==> src/rtl/vector_pkg.sv <==
// Shared sizing helpers for the streaming dot-product engine.
// Widths are derived from W and LANES so every stage agrees on them.
package vector_pkg;

  function automatic int clog2(input int n);
    int r;
    int v;
    r = 0;
    v = 1;
    while (v < n) begin
      v = v << 1;
      r++;
    end
    return r;
  endfunction

  function automatic int prod_w(input int w);
    return 2 * w;
  endfunction

  // Product width plus enough headroom to sum every lane without loss.
  function automatic int tree_w(input int w, input int lanes);
    return 2 * w + clog2(lanes);
  endfunction

  function automatic int lane_lsb(input int lane, input int w);
    return lane * w;
  endfunction

endpackage

==> src/rtl/vector_mac_stream_lane_mul_tree.sv <==
// Stages 1-2 of the engine: registered lane products, then a registered sum
// of all lanes. Both stages freeze while en is low.
module lane_mul_tree
  import vector_pkg::*;
#(
  parameter int LANES  = 4,
  parameter int W      = 4,
  parameter int SIGNED = 0
) (
  input  logic                          clk,
  input  logic                          rst,
  input  logic                          en,
  input  logic                          in_valid,
  input  logic                          in_last,
  input  logic [LANES*W-1:0]            a,
  input  logic [LANES*W-1:0]            b,
  output logic                          sum_valid,
  output logic                          sum_last,
  output logic [tree_w(W, LANES)-1:0]   sum
);

  localparam int PROD_W = prod_w(W);
  localparam int TREE_W = tree_w(W, LANES);

  logic [PROD_W-1:0] prod_next [LANES];
  logic [PROD_W-1:0] prod_reg  [LANES];
  logic              p_valid_reg;
  logic              p_last_reg;
  logic [TREE_W-1:0] tree_next;

  // Operands are widened to the product width first; the truncated product
  // of the widened values equals the exact signed or unsigned product.
  for (genvar gi = 0; gi < LANES; gi++) begin : g_lane
    logic [W-1:0]      la;
    logic [W-1:0]      lb;
    logic [PROD_W-1:0] xa;
    logic [PROD_W-1:0] xb;
    assign la = a[lane_lsb(gi, W) +: W];
    assign lb = b[lane_lsb(gi, W) +: W];
    assign xa = (SIGNED != 0) ? {{W{la[W-1]}}, la} : {{W{1'b0}}, la};
    assign xb = (SIGNED != 0) ? {{W{lb[W-1]}}, lb} : {{W{1'b0}}, lb};
    assign prod_next[gi] = xa * xb;
  end

  always_comb begin
    logic [TREE_W-1:0] e;
    tree_next = '0;
    for (int i = 0; i < LANES; i++) begin
      e = (SIGNED != 0 && prod_reg[i][PROD_W-1]) ? '1 : '0;
      e[PROD_W-1:0] = prod_reg[i];
      tree_next = tree_next + e;
    end
  end

  always_ff @(posedge clk or posedge rst) begin
    if (rst) begin
      p_valid_reg <= 1'b0;
      p_last_reg  <= 1'b0;
      sum_valid   <= 1'b0;
      sum_last    <= 1'b0;
      sum         <= '0;
      for (int i = 0; i < LANES; i++) prod_reg[i] <= '0;
    end else if (en) begin
      p_valid_reg <= in_valid;
      p_last_reg  <= in_last;
      sum_valid   <= p_valid_reg;
      sum_last    <= p_last_reg;
      sum         <= tree_next;
      for (int i = 0; i < LANES; i++) prod_reg[i] <= prod_next[i];
    end
  end

endmodule

==> src/rtl/vector_mac_stream.sv <==
// Streaming dot-product engine: multiply/reduce pipeline, cross-beat
// accumulator with sticky overflow, and a held result register.
module vector_mac_stream
  import vector_pkg::*;
#(
  parameter int LANES  = 4,
  parameter int W      = 4,
  parameter int ACC_W  = 16,
  parameter int SIGNED = 0,
  parameter int CNT_W  = 8
) (
  input  logic               clk,
  input  logic               rst,
  input  logic               in_valid,
  output logic               in_ready,
  input  logic [LANES*W-1:0] in_a,
  input  logic [LANES*W-1:0] in_b,
  input  logic               in_last,
  output logic               out_valid,
  input  logic               out_ready,
  output logic [ACC_W-1:0]   out_sum,
  output logic [CNT_W-1:0]   out_beats,
  output logic               out_ovf
);

  localparam int TREE_W = tree_w(W, LANES);

  logic              stall;
  logic              advance;
  logic              accept;
  logic              sum_valid;
  logic              sum_last;
  logic [TREE_W-1:0] sum;

  logic [ACC_W-1:0]  acc_reg;
  logic [CNT_W-1:0]  beats_reg;
  logic              ovf_reg;
  logic [ACC_W-1:0]  sum_ext;
  logic [ACC_W:0]    wide;
  logic [ACC_W-1:0]  acc_next;
  logic [CNT_W-1:0]  count_next;
  logic              add_ovf;

  // A held result blocks the whole pipeline, so nothing in flight is lost.
  assign stall    = out_valid && !out_ready;
  assign advance  = !stall;
  assign in_ready = advance;
  assign accept   = in_valid && in_ready;

  lane_mul_tree #(
    .LANES  (LANES),
    .W      (W),
    .SIGNED (SIGNED)
  ) u_tree (
    .clk       (clk),
    .rst       (rst),
    .en        (advance),
    .in_valid  (accept),
    .in_last   (in_last),
    .a         (in_a),
    .b         (in_b),
    .sum_valid (sum_valid),
    .sum_last  (sum_last),
    .sum       (sum)
  );

  always_comb begin
    sum_ext = (SIGNED != 0 && sum[TREE_W-1]) ? '1 : '0;
    sum_ext[TREE_W-1:0] = sum;
    wide       = {1'b0, acc_reg} + {1'b0, sum_ext};
    acc_next   = wide[ACC_W-1:0];
    count_next = (&beats_reg) ? beats_reg : beats_reg + CNT_W'(1);
    // Signed overflow: equal operand signs but the result sign differs.
    add_ovf    = (SIGNED != 0)
               ? ((acc_reg[ACC_W-1] == sum_ext[ACC_W-1]) && (acc_next[ACC_W-1] != acc_reg[ACC_W-1]))
               : wide[ACC_W];
  end

  always_ff @(posedge clk or posedge rst) begin
    if (rst) begin
      acc_reg   <= '0;
      beats_reg <= '0;
      ovf_reg   <= 1'b0;
      out_valid <= 1'b0;
      out_sum   <= '0;
      out_beats <= '0;
      out_ovf   <= 1'b0;
    end else begin
      if (out_valid && out_ready) out_valid <= 1'b0;
      if (advance && sum_valid) begin
        if (sum_last) begin
          out_sum   <= acc_next;
          out_beats <= count_next;
          out_ovf   <= ovf_reg | add_ovf;
          out_valid <= 1'b1;
          acc_reg   <= '0;
          beats_reg <= '0;
          ovf_reg   <= 1'b0;
        end else begin
          acc_reg   <= acc_next;
          beats_reg <= count_next;
          ovf_reg   <= ovf_reg | add_ovf;
        end
      end
    end
  end

endmodule

==> config.mk <==
export PLATFORM = sky130hd
export DESIGN_NAME = vector_mac_stream
export DESIGN_NICKNAME = d
export VERILOG_FILES = /design/src/rtl/vector_pkg.sv /design/src/rtl/vector_mac_stream_lane_mul_tree.sv /design/src/rtl/vector_mac_stream.sv
export SDC_FILE = /design/constraint.sdc
export NUM_CORES = 1
export LEC_CHECK = 0
export ABC_CLOCK_PERIOD_IN_PS = 5450
export CORE_AREA = 2 2 110 191
export DETAILED_ROUTE_END_ITERATION = 12
export DIE_AREA = 0 0 112 193
export PLACE_DENSITY_LB_ADDON = 0.12
export SLEW_MARGIN = 25
export SYNTH_ARGS = -nofsm -noshare
export SYNTH_HDL_FRONTEND = slang
export SYNTH_SLANG_ARGS = --single-unit
==> constraint.sdc <==
create_clock -name clk -period 5.45 [get_ports clk]
set_input_delay 1.09 -clock clk [delete_from_list [all_inputs] [get_ports clk]]
set_output_delay 1.09 -clock clk [all_outputs]
set_load 0.01 [all_outputs]
==> report_table.html, run 1 <==
<table>
<tr><th>Metric</th><th>Value</th></tr>
<tr><th colspan="2">Logic synthesis</th></tr>
<tr><td>Fraction of registers with async set or reset after synthesis</td><td>100%</td></tr>
<tr><td>Primary FF master, synth</td><td>sky130_fd_sc_hd__dfrtp_1</td></tr>
<tr><td>Post-synthesis cell type count</td><td>56</td></tr>
<tr><td>Post-Syn Instances</td><td>752</td></tr>
<tr><td>Synth Register Bits</td><td>97</td></tr>
<tr><td>Number of flops mapped to enable cells by yosys</td><td>0</td></tr>
<tr><td>Yosys warning total</td><td>0</td></tr>
<tr><td>Sequential area share after synthesis</td><td>35.2%</td></tr>
<tr><td>Net count of the mapped netlist</td><td>891</td></tr>
<tr><td>Mean post-synth cell area</td><td>9.16 um^2</td></tr>
<tr><td>Synth Cell Area</td><td>0.00689 mm^2</td></tr>
<tr><th colspan="2">Routing</th></tr>
<tr><td>DR vias</td><td>5229</td></tr>
<tr><td>Total iterations of the first detailed-routing run</td><td>4</td></tr>
<tr><td>Ratio of routed vias to standard cells</td><td>4.92</td></tr>
<tr><td>Number of remaining DRC errors</td><td>0</td></tr>
<tr><td>Wire length reported by the detailed router</td><td>14.9 mm</td></tr>
<tr><td>Number of DRC markers in iteration 0</td><td>177</td></tr>
<tr><td>DR WL/cell</td><td>14.0 um</td></tr>
<tr><td>Number of nets with antenna violations after routing</td><td>0</td></tr>
<tr><th colspan="2">Placement</th></tr>
<tr><td>Post-DP HPWL</td><td>11.5 mm</td></tr>
<tr><td>Total placed cells including tap cells</td><td>1047</td></tr>
<tr><td>Placer congestion estimate</td><td>0.840</td></tr>
<tr><td>Pre-CTS setup slack</td><td>1.24 ns</td></tr>
<tr><td>Cell area after placement</td><td>0.00779 mm^2</td></tr>
<tr><td>Count of input and output buffers</td><td>63</td></tr>
<tr><th colspan="2">Global route</th></tr>
<tr><td>Antenna violations before repair</td><td>0</td></tr>
<tr><td>Via count of the first global-routing pass</td><td>5415</td></tr>
<tr><td>Tot GR Track Use</td><td>14.6%</td></tr>
<tr><td>Global-route wire length before repair</td><td>25.4 mm</td></tr>
<tr><td>Aggregate global routing overflow</td><td>0</td></tr>
<tr><td>Pin count of the biggest net entering global routing</td><td>54</td></tr>
<tr><th colspan="2">Hold path</th></tr>
<tr><td>Hold-critical path endpoint</td><td>u_tree.prod_reg[19]</td></tr>
<tr><td>Type of the worst min-delay path</td><td>flip-flop to flip-flop</td></tr>
<tr><td>Hold Crit Start</td><td>u_tree.prod_reg[19]</td></tr>
<tr><td>Count of cells along the worst hold path</td><td>2</td></tr>
<tr><th colspan="2">Timing</th></tr>
<tr><td>Post-Route Setup TNS</td><td>0 ns</td></tr>
<tr><td>Highest clock rate</td><td>262 MHz</td></tr>
<tr><td>Hold WS</td><td>0.473 ns</td></tr>
<tr><td>Actual slew at the worst max-slew pin</td><td>0.826 ns</td></tr>
<tr><td>Slew Viols, Final</td><td>0</td></tr>
<tr><td>Worst rel slew slack</td><td>44.9%</td></tr>
<tr><td>Fraction of the cycle the final worst path needs</td><td>70.0%</td></tr>
<tr><td># setup viols final</td><td>0</td></tr>
<tr><td>Unrepaired setup endpoints after global routing</td><td>false</td></tr>
<tr><td>Post-layout minimum cycle time</td><td>3.81 ns</td></tr>
<tr><td>Worst setup slack after layout</td><td>1.64 ns</td></tr>
<tr><td>Final number of hold-violating endpoints</td><td>0</td></tr>
<tr><td>Setup Skew</td><td>0.00724 ns</td></tr>
<tr><th colspan="2">Clock tree</th></tr>
<tr><td>Clock tree buffer depth</td><td>2</td></tr>
<tr><td>Number of resized instances in the post-cts repair step</td><td>0</td></tr>
<tr><td>Worst skew pair latency</td><td>0.35 ns</td></tr>
<tr><td>H-tree level count</td><td>3</td></tr>
<tr><td>Clock sink count</td><td>97</td></tr>
<tr><td>Clk root buf</td><td>sky130_fd_sc_hd__clkbuf_16</td></tr>
<tr><td>TritonCTS Buffers</td><td>9</td></tr>
<tr><td>Clock tree from TritonCTS</td><td>yes</td></tr>
<tr><td>Clock Pin Slew Worst Setup and Hold Paths</td><td>0.07 ns</td></tr>
<tr><td>Post-CTS Hold Fix Bufs</td><td>0</td></tr>
<tr><td>Total setup buffers inserted after CTS</td><td>0</td></tr>
<tr><th colspan="2">Die</th></tr>
<tr><td>Die outline height</td><td>193 um</td></tr>
<tr><td>Chip width</td><td>112 um</td></tr>
<tr><td>Area of the core</td><td>0.0202 mm^2</td></tr>
<tr><td>Number of top-level design ports</td><td>64</td></tr>
<tr><td>Num rows</td><td>69</td></tr>
<tr><td>Starting utilization of the core area</td><td>34.1%</td></tr>
<tr><td>Area of the die</td><td>0.0216 mm^2</td></tr>
<tr><th colspan="2">Critical path</th></tr>
<tr><td>Worst r2r dst</td><td>u_tree.sum[9]</td></tr>
<tr><td>Worst setup SP type</td><td>input port</td></tr>
<tr><td>Critical path class</td><td>input port to flip-flop</td></tr>
<tr><td>Worst endpoint data arrival time</td><td>4.02 ns</td></tr>
<tr><td>Logic depth of the worst register-to-register path</td><td>13</td></tr>
<tr><td>Worst EP required</td><td>5.66 ns</td></tr>
<tr><td>Register-to-register path setup slack</td><td>1.90 ns</td></tr>
<tr><td>Worst setup EP type</td><td>flip-flop</td></tr>
<tr><td>Peak fanout along the critical path</td><td>4</td></tr>
<tr><td>Critical register-to-register path startpoint</td><td>u_tree.prod_reg[24]</td></tr>
<tr><td>Crit path launch</td><td>in_b[11]</td></tr>
<tr><th colspan="2">Final layout</th></tr>
<tr><td>Layout area overhead</td><td>18.0%</td></tr>
<tr><td>Most common cell after layout, fill and taps aside</td><td>sky130_fd_sc_hd__nand2_1</td></tr>
<tr><td>Diodes inserted</td><td>0</td></tr>
<tr><td>Max FFs per register</td><td>32</td></tr>
<tr><td>Cell area after layout</td><td>0.00813 mm^2</td></tr>
<tr><td>Final instance count without filler cells</td><td>1063</td></tr>
<tr><td>Net total in the final layout</td><td>949</td></tr>
<tr><td>Post-layout utilization of the core</td><td>40.2%</td></tr>
<tr><td>Commonest cells after routing, fill and taps aside</td><td>132 x sky130_fd_sc_hd__nand2_1, 97 x sky130_fd_sc_hd__dfrtp_1, 75 x sky130_fd_sc_hd__ha_1, 63 x sky130_fd_sc_hd__inv_1, 63 x sky130_fd_sc_hd__clkdlybuf4s50_1</td></tr>
<tr><td>Share of layout cells above drive strength 1</td><td>5.89%</td></tr>
<tr><th colspan="2">Power</th></tr>
<tr><td>Overall power consumption</td><td>4.53 mW</td></tr>
<tr><td>IR Drop Worst-Case VDD</td><td>0.000308 V</td></tr>
<tr><td>Power per Cell Area</td><td>557 mW/mm^2</td></tr>
<tr><td>Static leakage power</td><td>3.92 nW</td></tr>
<tr><th colspan="2">Flow run</th></tr>
<tr><td>Max-cap violation count</td><td>0</td></tr>
<tr><th colspan="2">Status</th></tr>
<tr><td>Result of the run</td><td>completed</td></tr>
</table>
## cell type report
type,instances,area (um^2)
well taps,248,310
multi-input cells,568,4130
fillers,2083,12100
inverters,65,246
flip-flops and latches,97,2430
clock buffers,9,225
repair buffers,69,676
clock inverters,7,119
## critical path, stage by stage
cell	delay (ns)
sky130_fd_sc_hd__clkdlybuf4s50_1	0.52
sky130_fd_sc_hd__nand2_1	0.10
sky130_fd_sc_hd__fa_1	0.56
sky130_fd_sc_hd__inv_1	0.06
sky130_fd_sc_hd__fa_1	0.52
sky130_fd_sc_hd__ha_1	0.31
sky130_fd_sc_hd__a21o_1	0.17
sky130_fd_sc_hd__a21oi_1	0.22
sky130_fd_sc_hd__o21bai_1	0.09
sky130_fd_sc_hd__a21oi_1	0.17
sky130_fd_sc_hd__xor2_1	0.14
sky130_fd_sc_hd__o21ai_0	0.08
## logic make-up after synthesis
logic type | after synthesis | synth area share [%]
compound gates | 156 | 14.1
buf+inv | 87 | 4.94
xor+xnor | 42 | 5.34
flops | 97 | 35.2
fa+ha+maj | 102 | 21.5
simple gates | 259 | 17.6
mux | 9 | 1.43
## how the worst max path moves through the flow
| stage | endpoint | slack, ns | cells after the start |
|---|---|---|---|
| floorplan | acc_reg[0] | 1.83 | 1 |
| global placement | u_tree.prod_reg[15] | 1.34 | 12 |
| detailed placement | u_tree.prod_reg[15] | 1.24 | 12 |
| CTS | u_tree.prod_reg[15] | 1.62 | 12 |
| global route | u_tree.prod_reg[15] | 1.42 | 12 |
| finish | u_tree.prod_reg[15] | 1.64 | 12 |
## where the power goes
part / switching (mW) / internal, mW
combinational: 1.45 / 1.18
clock: 0.286 / 0.449
sequential: 0.179 / 0.990
total: 1.91 / 2.62
## per-layer routing
| metal | global-route usage, % | part of all wire [%] | vias to the layer above |
|---|---|---|---|
| li1 | - | - | 2650 |
| met1 | 15.3 | 40 | 2502 |
| met2 | 29.5 | 57 | 63 |
| met3 | 2.28 | 2.3 | 14 |
| met4 | 4.32 | 1.5 | 0 |
| met5 | 0 | 0 | - |
## cells in the mapped netlist, drive strengths merged (16+ instances only)
master | n | area [um^2]
nand3 | 17 | 90.1
o21ai | 61 | 309
dfrtp | 97 | 2430
and2 | 42 | 268
nand2 | 133 | 502
ha | 75 | 938
clkbuf | 16 | 60.1
xnor2 | 18 | 158
inv | 65 | 244
fa | 27 | 541
a21oi | 41 | 220
nor2 | 36 | 143
xor2 | 24 | 210
Note: power is estimated with default switching activity, not from simulation.
==> inputs of run 2 (changes only) <==
--- a/config.mk
+++ b/config.mk
@@ -5,7 +5,7 @@
 export SDC_FILE = /design/constraint.sdc
 export NUM_CORES = 1
 export LEC_CHECK = 0
-export ABC_CLOCK_PERIOD_IN_PS = 5450
+export ABC_CLOCK_PERIOD_IN_PS = 3900
 export CORE_AREA = 2 2 110 191
 export DETAILED_ROUTE_END_ITERATION = 12
 export DIE_AREA = 0 0 112 193
==> constraint.sdc (replaced) <==
create_clock -name clk -period 3.9 [get_ports clk]
set_input_delay 0.78 -clock clk [delete_from_list [all_inputs] [get_ports clk]]
set_output_delay 0.78 -clock clk [all_outputs]
set_load 0.01 [all_outputs]
==> run 2 against run 1 <==
Against the previous run: clock power grew 26%; global-route usage rose by 0.27 points; highest routed layer unchanged; combinational power rose by 41%.
==> report_table.html, run 2 (synthesis gave the netlist of run 1 again) <==
<table>
<tr><th>Metric</th><th>Value</th></tr>
<tr><th colspan="2">Status</th></tr>
<tr><td>Result of the run</td><td>completed (unchanged)</td></tr>
<tr><th colspan="2">Die</th></tr>
<tr><td>Starting utilization of the core area</td><td>34.1% (unchanged)</td></tr>
<tr><td>Number of top-level design ports</td><td>64 (unchanged)</td></tr>
<tr><td>Chip width</td><td>112 um (unchanged)</td></tr>
<tr><td>Num rows</td><td>69 (unchanged)</td></tr>
<tr><td>Area of the die</td><td>0.0216 mm^2 (unchanged)</td></tr>
<tr><td>Area of the core</td><td>0.0202 mm^2 (unchanged)</td></tr>
<tr><td>Die outline height</td><td>193 um (unchanged)</td></tr>
<tr><th colspan="2">Placement</th></tr>
<tr><td>Post-DP HPWL</td><td>11.7 mm (was 11.5 mm)</td></tr>
<tr><td>Placer congestion estimate</td><td>0.837 (was 0.840)</td></tr>
<tr><td>Total placed cells including tap cells</td><td>1050 (was 1047)</td></tr>
<tr><td>Cell area after placement</td><td>0.00782 mm^2 (was 0.00779 mm^2)</td></tr>
<tr><td>Count of input and output buffers</td><td>63 (unchanged)</td></tr>
<tr><th colspan="2">Critical path</th></tr>
<tr><td>Library cell appearing most often on the critical path</td><td>sky130_fd_sc_hd__fa_1</td></tr>
<tr><td>Worst EP required</td><td>4.13 ns (was 5.66 ns)</td></tr>
<tr><td>Max stage delay cell, worst path</td><td>sky130_fd_sc_hd__fa_1 (unchanged)</td></tr>
<tr><td>Logic depth of the worst register-to-register path</td><td>13 (unchanged)</td></tr>
<tr><td>Peak fanout along the critical path</td><td>3 (was 4)</td></tr>
<tr><td>Worst r2r dst</td><td>u_tree.sum[9] (unchanged)</td></tr>
<tr><td>Worst setup EP type</td><td>flip-flop (unchanged)</td></tr>
<tr><td>Critical path class</td><td>flip-flop to flip-flop (was input port to flip-flop)</td></tr>
<tr><td>Worst endpoint data arrival time</td><td>3.78 ns (was 4.02 ns)</td></tr>
<tr><td>Register-to-register path setup slack</td><td>0.36 ns (was 1.90 ns)</td></tr>
<tr><td>Endpoint of the worst setup timing path</td><td>u_tree.sum[9] (was u_tree.prod_reg[15])</td></tr>
<tr><td>Worst setup SP type</td><td>flip-flop (was input port)</td></tr>
<tr><td>Crit path cell chain</td><td>ha_1, inv_1, fa_1, fa_1, inv_1, ha_1, fa_1, a21o_1, a21oi_1, o21ai_0, and3b_1, o21ai_0, a31oi_1 (was clkdlybuf4s50_1, nand2_1, fa_1, inv_1, fa_1, ha_1, a21o_1, a21oi_1, o21bai_1, a21oi_1, xor2_1, o21ai_0)</td></tr>
<tr><td>Critical register-to-register path startpoint</td><td>u_tree.prod_reg[24] (unchanged)</td></tr>
<tr><td>Max incr delay on CP</td><td>0.51 ns (was 0.56 ns)</td></tr>
<tr><td>Crit path launch</td><td>u_tree.prod_reg[24] (was in_b[11])</td></tr>
<tr><th colspan="2">Routing</th></tr>
<tr><td>DR vias</td><td>5255 (was 5229)</td></tr>
<tr><td>Number of nets with antenna violations after routing</td><td>0 (unchanged)</td></tr>
<tr><td>Total iterations of the first detailed-routing run</td><td>4 (unchanged)</td></tr>
<tr><td>Number of DRC markers in iteration 0</td><td>196 (was 177)</td></tr>
<tr><td>Wire length reported by the detailed router</td><td>15.1 mm (was 14.9 mm)</td></tr>
<tr><td>Number of remaining DRC errors</td><td>0 (unchanged)</td></tr>
<tr><td>Ratio of routed vias to standard cells</td><td>4.93 (was 4.92)</td></tr>
<tr><td>DR WL/cell</td><td>14.2 um (was 14.0 um)</td></tr>
<tr><th colspan="2">Clock tree</th></tr>
<tr><td>Post-CTS Hold Fix Bufs</td><td>0 (unchanged)</td></tr>
<tr><td>H-tree level count</td><td>3 (unchanged)</td></tr>
<tr><td>Clock Pin Slew Worst Setup and Hold Paths</td><td>0.07 ns (about the same)</td></tr>
<tr><td>TritonCTS Buffers</td><td>9 (unchanged)</td></tr>
<tr><td>Total setup buffers inserted after CTS</td><td>0 (unchanged)</td></tr>
<tr><td>Clock sink count</td><td>97 (unchanged)</td></tr>
<tr><td>Clock tree from TritonCTS</td><td>yes (unchanged)</td></tr>
<tr><td>Clock tree buffer depth</td><td>2 (unchanged)</td></tr>
<tr><td>Clk root buf</td><td>sky130_fd_sc_hd__clkbuf_16 (unchanged)</td></tr>
<tr><td>Number of resized instances in the post-cts repair step</td><td>0 (unchanged)</td></tr>
<tr><td>Worst skew pair latency</td><td>0.36 ns (was 0.35 ns)</td></tr>
<tr><th colspan="2">Global route</th></tr>
<tr><td>Global-route wire length before repair</td><td>25.8 mm (was 25.4 mm)</td></tr>
<tr><td>Aggregate global routing overflow</td><td>0 (unchanged)</td></tr>
<tr><td>Antenna violations before repair</td><td>0 (unchanged)</td></tr>
<tr><td>Via count of the first global-routing pass</td><td>5444 (was 5415)</td></tr>
<tr><td>Pin count of the biggest net entering global routing</td><td>54 (unchanged)</td></tr>
<tr><td>Tot GR Track Use</td><td>14.9% (was 14.6%)</td></tr>
<tr><th colspan="2">Timing</th></tr>
<tr><td>Actual slew at the worst max-slew pin</td><td>0.697 ns (was 0.826 ns)</td></tr>
<tr><td>Unrepaired setup endpoints after global routing</td><td>false (unchanged)</td></tr>
<tr><td>Slew Viols, Final</td><td>0 (unchanged)</td></tr>
<tr><td>Fraction of the cycle the final worst path needs</td><td>90.9%</td></tr>
<tr><td>Worst rel slew slack</td><td>53.6% (was 44.9%)</td></tr>
<tr><td>Post-layout minimum cycle time</td><td>3.54 ns</td></tr>
<tr><td>Final number of hold-violating endpoints</td><td>0 (unchanged)</td></tr>
<tr><td>Highest clock rate</td><td>282 MHz</td></tr>
<tr><td># setup viols final</td><td>0 (unchanged)</td></tr>
<tr><td>Setup Skew</td><td>0.0111 ns (was 0.00724 ns)</td></tr>
<tr><th colspan="2">Final layout</th></tr>
<tr><td>Final instance count without filler cells</td><td>1066 (was 1063)</td></tr>
<tr><td>Diodes inserted</td><td>0 (unchanged)</td></tr>
<tr><td>Cell area after layout</td><td>0.00813 mm^2 (about the same)</td></tr>
<tr><td>Most common cell after layout, fill and taps aside</td><td>sky130_fd_sc_hd__nand2_1 (unchanged)</td></tr>
<tr><td>Max FFs per register</td><td>32 (unchanged)</td></tr>
<tr><td>Net total in the final layout</td><td>952 (was 949)</td></tr>
<tr><td>Commonest cells after routing, fill and taps aside</td><td>132 x sky130_fd_sc_hd__nand2_1, 97 x sky130_fd_sc_hd__dfrtp_1, 75 x sky130_fd_sc_hd__ha_1, 63 x sky130_fd_sc_hd__inv_1, 63 x sky130_fd_sc_hd__clkdlybuf4s50_1 (unchanged)</td></tr>
<tr><td>Share of layout cells above drive strength 1</td><td>6.11% (was 5.89%)</td></tr>
<tr><td>Layout area overhead</td><td>18.0% (about the same)</td></tr>
<tr><th colspan="2">Power</th></tr>
<tr><td>Power per Cell Area</td><td>768 mW/mm^2 (was 557 mW/mm^2)</td></tr>
<tr><td>Static leakage power</td><td>3.93 nW (was 3.92 nW)</td></tr>
<tr><td>IR Drop Worst-Case VDD</td><td>0.000353 V (was 0.000308 V)</td></tr>
<tr><td>Overall power consumption</td><td>6.24 mW (was 4.53 mW)</td></tr>
<tr><th colspan="2">Flow run</th></tr>
<tr><td>Max-cap violation count</td><td>0 (unchanged)</td></tr>
<tr><th colspan="2">Hold path</th></tr>
<tr><td>Type of the worst min-delay path</td><td>flip-flop to flip-flop (unchanged)</td></tr>
</table>
run 2: worst min path at each step:
stage               cells past startpoint                 end               start  slack (ns)
finish                                  2  u_tree.p_valid_reg  u_tree.p_valid_reg        0.47
global route                            2     u_tree.sum_last   u_tree.p_last_reg        0.50
CTS                                     2  u_tree.p_valid_reg  u_tree.p_valid_reg        0.48
detailed placement                      2  u_tree.p_valid_reg  u_tree.p_valid_reg        0.46
global placement                        2          acc_reg[0]          acc_reg[0]        0.45
floorplan                               2   u_tree.p_last_reg   u_tree.p_last_reg        0.44
run 2: metal layers:
metal / global-route usage [%] / vias to the layer above / part of all wire, %
met5: 0 / - / 0
met4: 5.02 / 0 / 1.5
li1: - / 2650 / -
met1: 15.4 / 2506 / 39
met2: 30.3 / 77 / 57
met3: 2.00 / 22 / 2.3
run 2: stage by stage:
stage | hold slack [ns] | worst slack (ns) | TNS [ns] | utilization (%)
floorplan | 0.439 | 0.586 | 0 | -
global placement | 0.454 | 0.0978 | 0 | 38.7
detailed placement | 0.460 | -0.0398 | -0.0398 | 38.7
CTS | 0.477 | 0.316 | 0 | 40.2
global route | 0.501 | 0.144 | 0 | 40.2
finish | 0.472 | 0.356 | 0 | 40.2
run 2: layout make-up:
cell class,instances,area (um^2)
Timing Repair Buffer,72,711
Clock buffer,12,256
Clock inverter,4,51.3
Multi-Input combinational cell,568,4130
Inverter,65,246
Fill cell,2050,12100
Tap cell,248,310
Sequential cell,97,2430
run 2: power breakdown:
group          internal, mW  switching (mW)  leakage, nW
clock network         0.533           0.391        0.149
logic                  1.66            2.05         2.55
registers              1.38           0.223         1.23
run 2: worst max-delay path, delay by kind of cell, from the launching register on:
kind                       cells  cell delay (ns)
AOI/OAI and AO/OA              5             0.85
adders and majority gates      5             1.83
buffers and inverters          2             0.11
and+or+nand+nor                1             0.20
DFF                            1             0.42
